===== src/rtl/stream_demux_1xn.sv =====
// Registered 1-to-N stream demultiplexer with valid/ready on every port, explicit or round-robin routing.
// Optional macro STREAM_DEMUX_DROP_CNT_EN adds a saturating drop_cnt output for discarded out-of-range beats.
module stream_demux_1xn #(
   parameter int N_OUT = 8,
   parameter int DW    = 8,
   parameter int SEL_W = $clog2(N_OUT)
) (
   input  logic                  clk,
   input  logic                  rst,
   input  logic                  rr_mode,
   input  logic                  s_valid,
   output logic                  s_ready,
   input  logic [DW-1:0]         s_data,
   input  logic [SEL_W-1:0]      s_sel,
   output logic [N_OUT-1:0]      m_valid,
   input  logic [N_OUT-1:0]      m_ready,
   output logic [N_OUT*DW-1:0]   m_data,
   output logic                  sel_err
`ifdef STREAM_DEMUX_DROP_CNT_EN
   ,
   output logic [15:0]           drop_cnt
`endif
);

   function automatic logic sel_in_range(input logic [SEL_W-1:0] s);
      return ({1'b0, s} < (SEL_W+1)'(N_OUT));
   endfunction

   function automatic logic [SEL_W-1:0] rr_next(input logic [SEL_W-1:0] p);
      return (p == SEL_W'(N_OUT - 1)) ? '0 : p + SEL_W'(1);
   endfunction

   function automatic logic [15:0] sat_inc16(input logic [15:0] v);
      return (v == 16'hFFFF) ? v : v + 16'd1;
   endfunction

   logic                 vld_p1;
   logic [SEL_W-1:0]     dest_p1;
   logic [DW-1:0]        data_p1;
   logic [SEL_W-1:0]     rr_ptr;

   logic                 dest_ready;
   logic [SEL_W-1:0]     sel_mux;
   logic                 accept;
   logic                 drain;
   logic                 keep_beat;

   always_comb begin
      dest_ready = 1'b0;
      m_valid    = '0;
      for (int k = 0; k < N_OUT; k++) begin
         if (dest_p1 == SEL_W'(k)) begin
            dest_ready = m_ready[k];
            m_valid[k] = vld_p1;
         end
      end
   end

   assign s_ready   = ~vld_p1 | dest_ready;
   assign m_data    = {N_OUT{data_p1}};
   assign sel_mux   = rr_mode ? rr_ptr : s_sel;
   assign accept    = s_valid & s_ready;
   assign drain     = vld_p1 & dest_ready;
   // The round-robin pointer never leaves range, so only an explicit select can be discarded.
   assign keep_beat = sel_in_range(sel_mux);

   // Stage p0 -> p1: single holding register, reload on accept, clear on drain
   always_ff @(posedge clk) begin
      if (rst) begin
         vld_p1  <= 1'b0;
         dest_p1 <= '0;
         data_p1 <= '0;
         rr_ptr  <= '0;
         sel_err <= 1'b0;
      end else begin
         if (accept) begin
            if (keep_beat) begin
               vld_p1  <= 1'b1;
               dest_p1 <= sel_mux;
               data_p1 <= s_data;
            end else begin
               // Accepting implies the register was empty or draining, so it ends up empty.
               vld_p1  <= 1'b0;
               sel_err <= 1'b1;
            end
            if (rr_mode)
               rr_ptr <= rr_next(rr_ptr);
         end else if (drain) begin
            vld_p1 <= 1'b0;
         end
      end
   end

`ifdef STREAM_DEMUX_DROP_CNT_EN
   always_ff @(posedge clk) begin
      if (rst)
         drop_cnt <= 16'd0;
      else if (accept && !keep_beat)
         drop_cnt <= sat_inc16(drop_cnt);
   end
`else
   logic unused_sat;
   assign unused_sat = ^sat_inc16(16'd0);
`endif

endmodule


===== config.mk =====
export PLATFORM = sky130hd
export DESIGN_NAME = stream_demux_1xn
export DESIGN_NICKNAME = d
export VERILOG_FILES = /design/src/rtl/stream_demux_1xn.sv
export SDC_FILE = /design/constraint.sdc
export NUM_CORES = 1
export LEC_CHECK = 0
export CORE_MARGIN = 2
export CORE_UTILIZATION = 35
export DETAILED_ROUTE_END_ITERATION = 8
export HOLD_SLACK_MARGIN = 0.02
export PLACE_DENSITY = 0.8
export SLEW_MARGIN = 20
export SYNTH_ARGS = -nofsm -noshare
export SYNTH_HDL_FRONTEND = slang
export SYNTH_SLANG_ARGS = --single-unit

===== constraint.sdc =====
create_clock -name clk -period 2.3 [get_ports clk]
set_clock_uncertainty 0.15 [all_clocks]
set_input_delay 0.23 -clock clk [delete_from_list [all_inputs] [get_ports clk]]
set_output_delay 0.23 -clock clk [all_outputs]
set_load 0.05 [all_outputs]

==> results by group <==
Floorplanning
  • Site Rows: 22
  • CORE AREA: 3740 sq um
  • Initial core utilization: 0.374
  • DIE AREA: 4520 sq um
  • DIE HEIGHT: 67.2 microns
  • DIE WIDTH: roughly 67 microns
  • Top Ports: 97

Logic synthesis
  • Area contributors post-synth: buf_4, dfxtp_1, mux2i_1
  • EDFF count, synth: 0
  • Synth Flop Type: dfxtp_1
  • FFs w/ async S/R, synth: 0
  • Yosys Warn Count: 0
  • Synth Area in Simple Gates: 0.181
  • Area share of xor/xnor cells in the synthesized design: 0
  • Synth cell types: 35
  • Synth top area share: 0.306
  • Post-synthesis mux area share: 0.151
  • Register area share after synthesis: 0.215
  • Adder-cell share of the synthesized area: 0.0179
  • Syn Std Cell Area: 1400 sq um
  • Syn_area_per_cell: 8.53 sq um
  • Syn_nets: approximately 190
  • Yosys reg bits: 15
  • Compound-Gate Fraction of Synth Area: 0.0894
  • Largest family of logic cells by synthesized area: buffers and inverters
  • Post-synthesis cell count: approximately 160
  • Top cell type by total area after synthesis: buf_4

Clock tree
  • Cts repair resizes: 0
  • Post-CTS setup buffer count: 0
  • Hold_buf cts: 0
  • CTS root buf: clkbuf_8
  • Clock Pin Slew Worst Setup and Hold Paths: 70 ps
  • Num CTS Buffers: 3
  • Longest Clk Path Bufs: 2
  • CTS tree: built
  • Htree depth: 1
  • Total clock sinks: 15
  • Worst skew pair latency: 250 ps

Global routing
  • Vias in the first global route: 965
  • First-pass GRT wire length: 4.35 mm
  • Largest net degree at the start of global routing: 16
  • Initial antenna violation count: 0
  • Total track usage: 0.123
  • Aggregate global routing overflow: 0

Place
  • Routability cong.: around 0.77
  • Detailed Place HPWL: between 2 and 2.5 mm
  • IO buf count: 95
  • Placed Instances: 247

Timing
  • Slew Viols, Final: 0
  • Endpoints failing setup: 0
  • RSZ-0062 raised after global routing: false
  • Final hold vios: 0
  • Fin crit share: 0.963
  • Slew @ Worst Pin: 511 ps
  • FMAX: 452 MHz
  • Final Critical Period: 2210 ps
  • Slew headroom: 0.659
  • Setup total negative slack: 0 ps

Setup path
  • Crit path max fanout: 6
  • CP Buf/Inv Count: 1
  • Arrival time at the worst endpoint: 1830 ps
  • R2R depth: 4
  • Setup Crit Path Kind: flip-flop to output pin
  • Delay-heaviest family, CP: buffers and inverters
  • CP endpoint kind: output pin
  • Critical Path RT: 1920 ps
  • CP startpoint kind: flip-flop
  • Crit-path max cell delay: 840 ps
  • CP Cell Sequence: nand2_1 > nor3_1 > clkdlybuf4s50_1
  • Critical-path top delay cell: clkdlybuf4s50_1
  • CP Depth: 3

Detailed routing
  • First-pass iteration count of the detailed router: 4
  • Avg Vias per Cell: 4.32
  • Metal2 WL: 1.54 mm
  • Routed wire length: 2.91 mm
  • Antenna-violating nets left: 0
  • Initial DRC Count: 8
  • Met3 wire len: ~250 microns
  • WL met1: 1.13 mm
  • Wire length per cell: 11.6 microns
  • Max layer used: met3
  • DR DRC count: 0
  • Via Count: 1,084

Min path
  • Hold Path Class: flip-flop to flip-flop
  • Hold path depth: 2

Finish
  • Final Instance Count excl. Fillers: about 250
  • ANT cells: 0
  • Final #Nets: 229
  • Final core occ: 0.537
  • Area growth, synth to finish: 43.7%
  • Layout cell share with drive strength beyond 1: 0.118
  • # fillers: 381

Pwr
  • Leak: 0.000785 uW
  • Max IR drop VDD: between 0.4 and 0.5 mV
  • Design Power: roughly 1100 uW
  • PD cells: 568 nW/um^2

Outcome
  • Outcome: finished, final reports clean

Flow run
  • Max-Cap Viols: 0
-- cell usage in the layout (no fill, tap or decap), types with 2 or more instances in the layout --
| cell type | instances |
|---|---|
| ha_1 | 2 |
| buf_4 | 11 |
| nand2_1 | 3 |
| clkbuf_8 | 3 |
| mux2_1 | 4 |
| mux2i_1 | 14 |
| nor3_1 | 3 |
| dfxtp_1 | 14 |
| nor2b_1 | 3 |
| inv_1 | 3 |
| nor2_1 | 9 |
| nand2b_1 | 22 |
| clkdlybuf4s50_1 | 87 |
-- where the power goes --
group / total, uW / switching, uW / internal [uW] / leakage, uW
sequential: 309 / 31.7 / 277 / 0.000124
combinational: 620 / 397 / 223 / 0.000636
clock: 213 / 93.5 / 120 / 0.0000255
total: 1140 / 522 / 620 / 0.000785
-- state kept, by name, indices dropped and copies added (netlist names) --
signal	cells
vld_p1	1
rr_ptr	3
dest_p1	3
data_p1	8
-- worst reg2reg max path: stages, from the launching register on --
cell and delay [ps]:
dfxtp_2 460, mux2_4 360, o2bb2ai_2 140, o31ai_2 320, mux2_1 360
-- stage by stage --
stage,area [sq um],hold slack [ps],setup WS [ps]
final,2010,352,85.4
after global routing,2010,397,33.2
after CTS,2010,360,68.8
after detailed placement,1960,344,270
after global placement,1960,336,266
after floorplan,1400,209,135
-- layer usage --
layer	global-route usage	vias to the layer above
met3	0.0450	0
met4	0.00765	0
met5	0	-
met2	0.236	47
met1	0.134	481
li1	-	556
-- cell type report --
cell class	count	area (sq um)	area share
repair buffers	99	973	0.484
clock buffers	3	41.3	0.0205
inverters	3	11.3	0.00560
flip-flops and latches	15	302	0.150
multi-input cells	82	618	0.307
clock inverters	1	5.00	0.00249
well taps	48	60.1	0.0299
-- logic make-up (layout without fill, tap and decap cells) --
logic type | after synthesis | in the layout
muxes | 20 | 20
buffers and inverters | 67 | 106
and+or+nand+nor | 45 | 45
AOI/OAI and AO/OA | 14 | 14
adders and majority gates | 2 | 2
other | 1 | 1
DFF | 15 | 15
-- Yosys cell counts (2+ instances only) --
cell type	n
dfxtp_1	15
nand2b_1	22
buf_4	57
nand2_1	3
inv_1	3
nor3_1	3
buf_6	2
ha_1	2
nor2b_1	3
clkbuf_1	5
nor2_1	9
mux2i_1	14
mux2_1	4
-- final timing paths --
path	startpoint	endpoint	slack [ps]
max	vld_p1	m_valid[0]	90
min	rr_ptr[1]	rr_ptr[1]	350
max reg2reg	dest_p1[1]	dest_p1[2]	400
min reg2reg	rr_ptr[1]	rr_ptr[1]	350
(Power assumes the default switching activity.)
